## config.mk

```make
export PLATFORM = sky130hd
export DESIGN_NAME = timer_array
export DESIGN_NICKNAME = d
export VERILOG_FILES = /design/src/rtl/timer_array.sv
export SDC_FILE = /design/constraint.sdc
export NUM_CORES = 1
export LEC_CHECK = 0
export ABC_AREA = 1
export CORE_MARGIN = 8
export CORE_UTILIZATION = 29
export DETAILED_ROUTE_END_ITERATION = 16
export PLACE_DENSITY = 0.49
export SYNTH_ARGS = -nofsm -noshare
export SYNTH_HDL_FRONTEND = slang
export SYNTH_SLANG_ARGS = --single-unit
```

## constraint.sdc

```tcl
create_clock -name clk -period 5.4 [get_ports clk]
set_input_delay 1.08 -clock clk [delete_from_list [all_inputs] [get_ports clk]]
set_output_delay 1.08 -clock clk [all_outputs]
set_load 0.03 [all_outputs]
```

## src/rtl/timer_array.sv

```systemverilog
// Memory-mapped bank of up-counting timers with per-channel prescaler,
// auto-reload or one-shot mode, and sticky pending flags driving irq.
module timer_array #(
  parameter int CH_NUM = 2,
  parameter int WIDTH = 32,
  parameter int PRESC_W = 8,
  localparam int AW = $clog2(CH_NUM) + 2
) (
  input  logic              clk,
  input  logic              reset,
  input  logic [AW-1:0]     addr,
  input  logic              wr_en,
  input  logic [WIDTH-1:0]  wr_data,
  output logic [WIDTH-1:0]  rd_data,
  output logic [CH_NUM-1:0] irq,
  output logic              irq_any
);

  logic [WIDTH-1:0]   th [CH_NUM];
  logic [WIDTH-1:0]   tl [CH_NUM];
  logic [PRESC_W-1:0] presc [CH_NUM];
  logic [PRESC_W-1:0] pcnt [CH_NUM];

  logic [CH_NUM-1:0] en, ie, mode, pend;
  logic [CH_NUM-1:0] sel, tick, ovf, clr_pc;
  logic [CH_NUM-1:0] wr_th, wr_tl, wr_tcon, wr_presc;
  logic [31:0]       ch;
  logic [WIDTH-1:0]  rd_nxt;

  assign ch = 32'(addr >> 2);

  always_comb begin
    for (int i = 0; i < CH_NUM; i++) begin
      sel[i]      = wr_en && (ch == 32'(i));
      wr_th[i]    = sel[i] && (addr[1:0] == 2'd0);
      wr_tl[i]    = sel[i] && (addr[1:0] == 2'd1);
      wr_tcon[i]  = sel[i] && (addr[1:0] == 2'd2);
      wr_presc[i] = sel[i] && (addr[1:0] == 2'd3);
      tick[i]     = en[i] && (pcnt[i] == presc[i]);
      ovf[i]      = tick[i] && (&tl[i]);
      // pcnt sits at 0 whenever the channel is, or is about to be, stopped
      clr_pc[i]   = !en[i] || tick[i] || wr_presc[i]
                    || (wr_tcon[i] && !wr_data[0]);
    end
  end

  always_comb begin
    rd_nxt = '0;
    for (int i = 0; i < CH_NUM; i++) begin
      if (ch == 32'(i)) begin
        case (addr[1:0])
          2'd0: rd_nxt = th[i];
          2'd1: rd_nxt = tl[i];
          2'd2: rd_nxt = WIDTH'({pend[i], mode[i], ie[i], en[i]});
          default: rd_nxt = WIDTH'(presc[i]);
        endcase
      end
    end
  end

  always_ff @(posedge clk) begin
    if (reset) begin
      for (int i = 0; i < CH_NUM; i++) begin
        th[i]    <= '0;
        tl[i]    <= '0;
        presc[i] <= '0;
        pcnt[i]  <= '0;
      end
      en      <= '0;
      ie      <= '0;
      mode    <= '0;
      pend    <= '0;
      rd_data <= '0;
    end else begin
      rd_data <= rd_nxt;
      for (int i = 0; i < CH_NUM; i++) begin
        pcnt[i] <= clr_pc[i] ? '0 : pcnt[i] + PRESC_W'(1);
        if (wr_th[i])
          th[i] <= wr_data;
        // bus write beats the count; reload uses the pre-edge TH
        if (wr_tl[i])
          tl[i] <= wr_data;
        else if (ovf[i])
          tl[i] <= th[i];
        else if (tick[i])
          tl[i] <= tl[i] + WIDTH'(1);
        if (wr_presc[i])
          presc[i] <= wr_data[PRESC_W-1:0];
        if (wr_tcon[i]) begin
          en[i]   <= wr_data[0];
          ie[i]   <= wr_data[1];
          mode[i] <= wr_data[2];
        end else if (ovf[i] && mode[i]) begin
          en[i] <= 1'b0;
        end
        if (ovf[i])
          pend[i] <= 1'b1;
        else if (wr_tcon[i] && wr_data[3])
          pend[i] <= 1'b0;
      end
    end
  end

  assign irq     = pend & ie;
  assign irq_any = |irq;

endmodule

```

==> flow_summary_export.csv <==
group,metric,value,unit
outcome,status,"finished, final reports clean",
yosys,synth.lib_cells_used.distinct,51,
critical_path,critPathMaxFanout,21,
grt,groute.usage.overall,0.1667,
drt,dr.pass1.iters,5,
floorplanning,coreArea,38560,µm²
sta,fin_ws,1.884,ns
power_and_ir_drop,peak_supply_drop,0.2145,mV
cts,cts-hold-fix-buffers,0,
power_and_ir_drop,p_sw_frac,0.2635,
yosys,syn_area,11320,µm²
yosys,post_synth_inst_count,1360,
critical_path,cp_data_required_time,5.71,ns
drt,postRouteWirelength,38110,µm
floorplanning,floorplan.rows,72,
floorplanning,dieWidth,213.6,µm
yosys,syn_area_per_cell,8.323,µm²
sta,setup-tns-final,0,ns
floorplanning,die_h,213.6,µm
sta,maxClockFrequency,284.4,MHz
min_path,hp-class,"register to register",
yosys,synth_top_cells_by_area,"sky130_fd_sc_hd__edfxtp_1, sky130_fd_sc_hd__nand2_1, sky130_fd_sc_hd__dfxtp_1, sky130_fd_sc_hd__inv_1, sky130_fd_sc_hd__nand3_1",
cts,cts_sinks,200,
yosys,synth_top_area_cell,"sky130_fd_sc_hd__edfxtp_1",
sta,final_period_minus_worst_setup_slack,3.516,ns
drt,antenna_left,0,
power_and_ir_drop,power_frac_clock,0.389,
sta,rsz0062_at_grt,"false",
cts,htree_levels,4,
cts,clk_root_buffer_cell,"sky130_fd_sc_hd__clkbuf_16",
flow_run,max_cap_violations,0,
grt,grt_pass1_wl,57520,µm
critical_path,crit_type,"input pin to register",
sta,report.final.setup_viol,0,
floorplanning,ios,73,
power_and_ir_drop,int_power,2.632,mW
grt,grt_max_degree,50,
critical_path,worst_setup_path_start_kind,"input pin",
cts,cts.repair.resized,0,
final_layout,n_antenna_cell,0,
placement,post-dp-hpwl,28350,µm
sta,ratio_of_final_minimum_period_to_clock_period,0.6511,
power_and_ir_drop,leakage,5.071,nW
final_layout,ratio_of_cells_with_drive_above_1_in_the_final_layout,0.08410,
yosys,postSynthRegisterBits,200,
grt,antenna_violations_before_repair,0,
critical_path,setup.worst_path.end_class,"register",
drt,detail_route.iter0.violations,717,
sta,hold_viol_final,0,
cts,number_of_buffers_inserted_during_clock_tree_synthesis,17,
critical_path,arrival,3.82,ns
grt,first_global_vias,9686,
drt,avgViaCountPerCell,5.068,
yosys,synthDominantCellAreaShare,0.3820,
power_and_ir_drop,power.combinational.fraction,0.105,
cts,count_of_buffers_added_by_post_cts_timing_repair_for_setup,0,
final_layout,syn_to_layout_area_delta,15.60,%
power_and_ir_drop,seq_power_share,0.506,
sta,worst_slew_margin_rel,0.1647,
final_layout,final_nets,1444,
drt,drcViolationCount,0,
placement,gpl.final_weighted_congestion,0.8824,
drt,routed_wire_length_per_instance,19.71,µm
sta,finalClockSkew,0.01324,ns
yosys,synth_seq_area_share,0.4810,
floorplanning,floorplan.initialDensity,0.2936,
yosys,synth-warning-count,0,
yosys,synth_nets,1402,
placement,numPortBuffers,72,
cts,clock_tree_from_tritoncts,"built",
sta,worst-slew-pin-transition,1.250,ns
final_layout,final-instance-count-excl-fill,1933,
drt,route.vias.total,9797,
cts,worstSkewPairLatency,0.45,ns
cts,cts.clk_slew.worst_paths,0.08,ns
grt,global_route.overflow_total,0,
sta,finalMaxSlewViolations,0,
floorplanning,design.die.area,45610,µm²
placement,total_instance_count_after_detailed_placement,1901,
placement,dp_worst_setup_slack,1.434,ns
cts,ctsLongestPathBuffers,2,
power_and_ir_drop,power_density,273.2,nW/µm²
power_and_ir_drop,switchingPower,0.9420,mW
-- worst max-delay path, stage by stage --
cell	delay, ns
sky130_fd_sc_hd__clkdlybuf4s50_1	0.90
sky130_fd_sc_hd__nor2_2	0.61
sky130_fd_sc_hd__nand3_2	0.48
sky130_fd_sc_hd__inv_2	0.43
sky130_fd_sc_hd__o21ai_0	0.15
sky130_fd_sc_hd__a21oi_1	0.16
-- layer usage --
metal,global-route usage,vias up,share of wire
li1,-,4672,-
met2,0.2848,345,0.49
met3,0.02397,62,0.053
met4,0.05885,0,0.027
met1,0.2131,4718,0.43
met5,0,-,0
-- power by group through the flow --
| stage | Combinational (mW) | Clock, mW | Sequential, mW |
|---|---|---|---|
| after CTS | 0.379 | 1.42 | 1.81 |
| after global routing | 0.406 | 1.46 | 1.82 |
| final | 0.376 | 1.39 | 1.81 |
| after global placement | 0.378 | 0 | 1.84 |
| after floorplan | 0.183 | 0 | 1.85 |
| after detailed placement | 0.376 | 0 | 1.84 |
-- layout make-up --
class / count / area [µm²]
Multi-Input combinational cell: 927 / 4931
Fill cell: 4161 / 25470
Sequential cell: 200 / 5445
Clock inverter: 12 / 173.9
Timing Repair Buffer: 82 / 790.8
Inverter: 174 / 659.4
Clock buffer: 20 / 436.7
Tap cell: 518 / 648.1
-- per-stage QoR --
step	instance area (µm²)	hold WS [ns]	utilization	power (mW)
2_1_floorplan	11320	0.4373	-	2.030
3_3_place_gp	12470	0.4537	0.3235	2.219
3_5_place_dp	12470	0.4724	0.3235	2.218
4_1_cts	13090	0.4907	0.3394	3.602
5_1_grt	13090	0.5393	0.3394	3.679
6_report	13090	0.4871	0.3394	3.574
-- cell families after synthesis --
logic type / share of synthesized area
adders and majority gates: 0.004422
AOI/OAI and AO/OA: 0.1033
buffers and inverters: 0.08743
DFF: 0.4810
and+or+nand+nor: 0.2804
xor gates and xnor gates: 0.04333
-- worst paths after layout --
kind | start | to | slack, ns | cells past startpoint
hold / removal | pcnt[0][0] | pcnt[0][0] | 0.49 | 1
hold reg to reg | pcnt[0][0] | pcnt[0][0] | 0.49 | 1
setup reg to reg | presc[0][2] | tl[0][16] | 2.29 | 9
setup / recovery | reset | tl[0][16] | 1.88 | 6
-- registers in the layout, summed over array words and instances (netlist names) --
register / cells
th: 64
tl: 64
rd_data: 32
pcnt: 16
presc: 16
en: 2
ie: 2
mode: 2
pend: 2
-- Yosys cell counts, drive strengths merged --
cell type	number
o21ai	56
clkinv	3
xnor2	15
dfxtp	56
nor3b	2
nor3	26
buf	35
a31oi	2
ha	4
nor4	2
a211oi	3
clkbuf	24
a31o	1
nand3	137
o2111ai	5
a21oi	77
edfxtp	144
and3	1
nand4	38
o22ai	11
nor2	136
or2	9
xor2	41
nand3b	4
a221oi	15
inv	171
o211ai	13
o221ai	1
a311oi	11
nand2	317
-- placed cells by master (no fill, tap or decap), drive strengths merged --
cell / netlist / layout
a211oi: 3 / 3
a21oi: 77 / 77
a221oi: 15 / 15
a311oi: 11 / 11
a31o: 1 / 1
a31oi: 2 / 2
and3: 1 / 1
buf: 35 / 11
bufinv: 0 / 4
clkbuf: 24 / 20
clkdlybuf4s50: 0 / 71
clkinv: 3 / 6
clkinvlp: 0 / 4
dfxtp: 56 / 56
edfxtp: 144 / 144
ha: 4 / 4
inv: 171 / 172
nand2: 317 / 317
nand3: 137 / 137
nand3b: 4 / 4
nand4: 38 / 38
nor2: 136 / 136
nor3: 26 / 26
nor3b: 2 / 2
nor4: 2 / 2
o2111ai: 5 / 5
o211ai: 13 / 13
o21ai: 56 / 56
o221ai: 1 / 1
o22ai: 11 / 11
or2: 9 / 9
xnor2: 15 / 15
xor2: 41 / 41
Note: power is estimated with default switching activity, not from simulation.
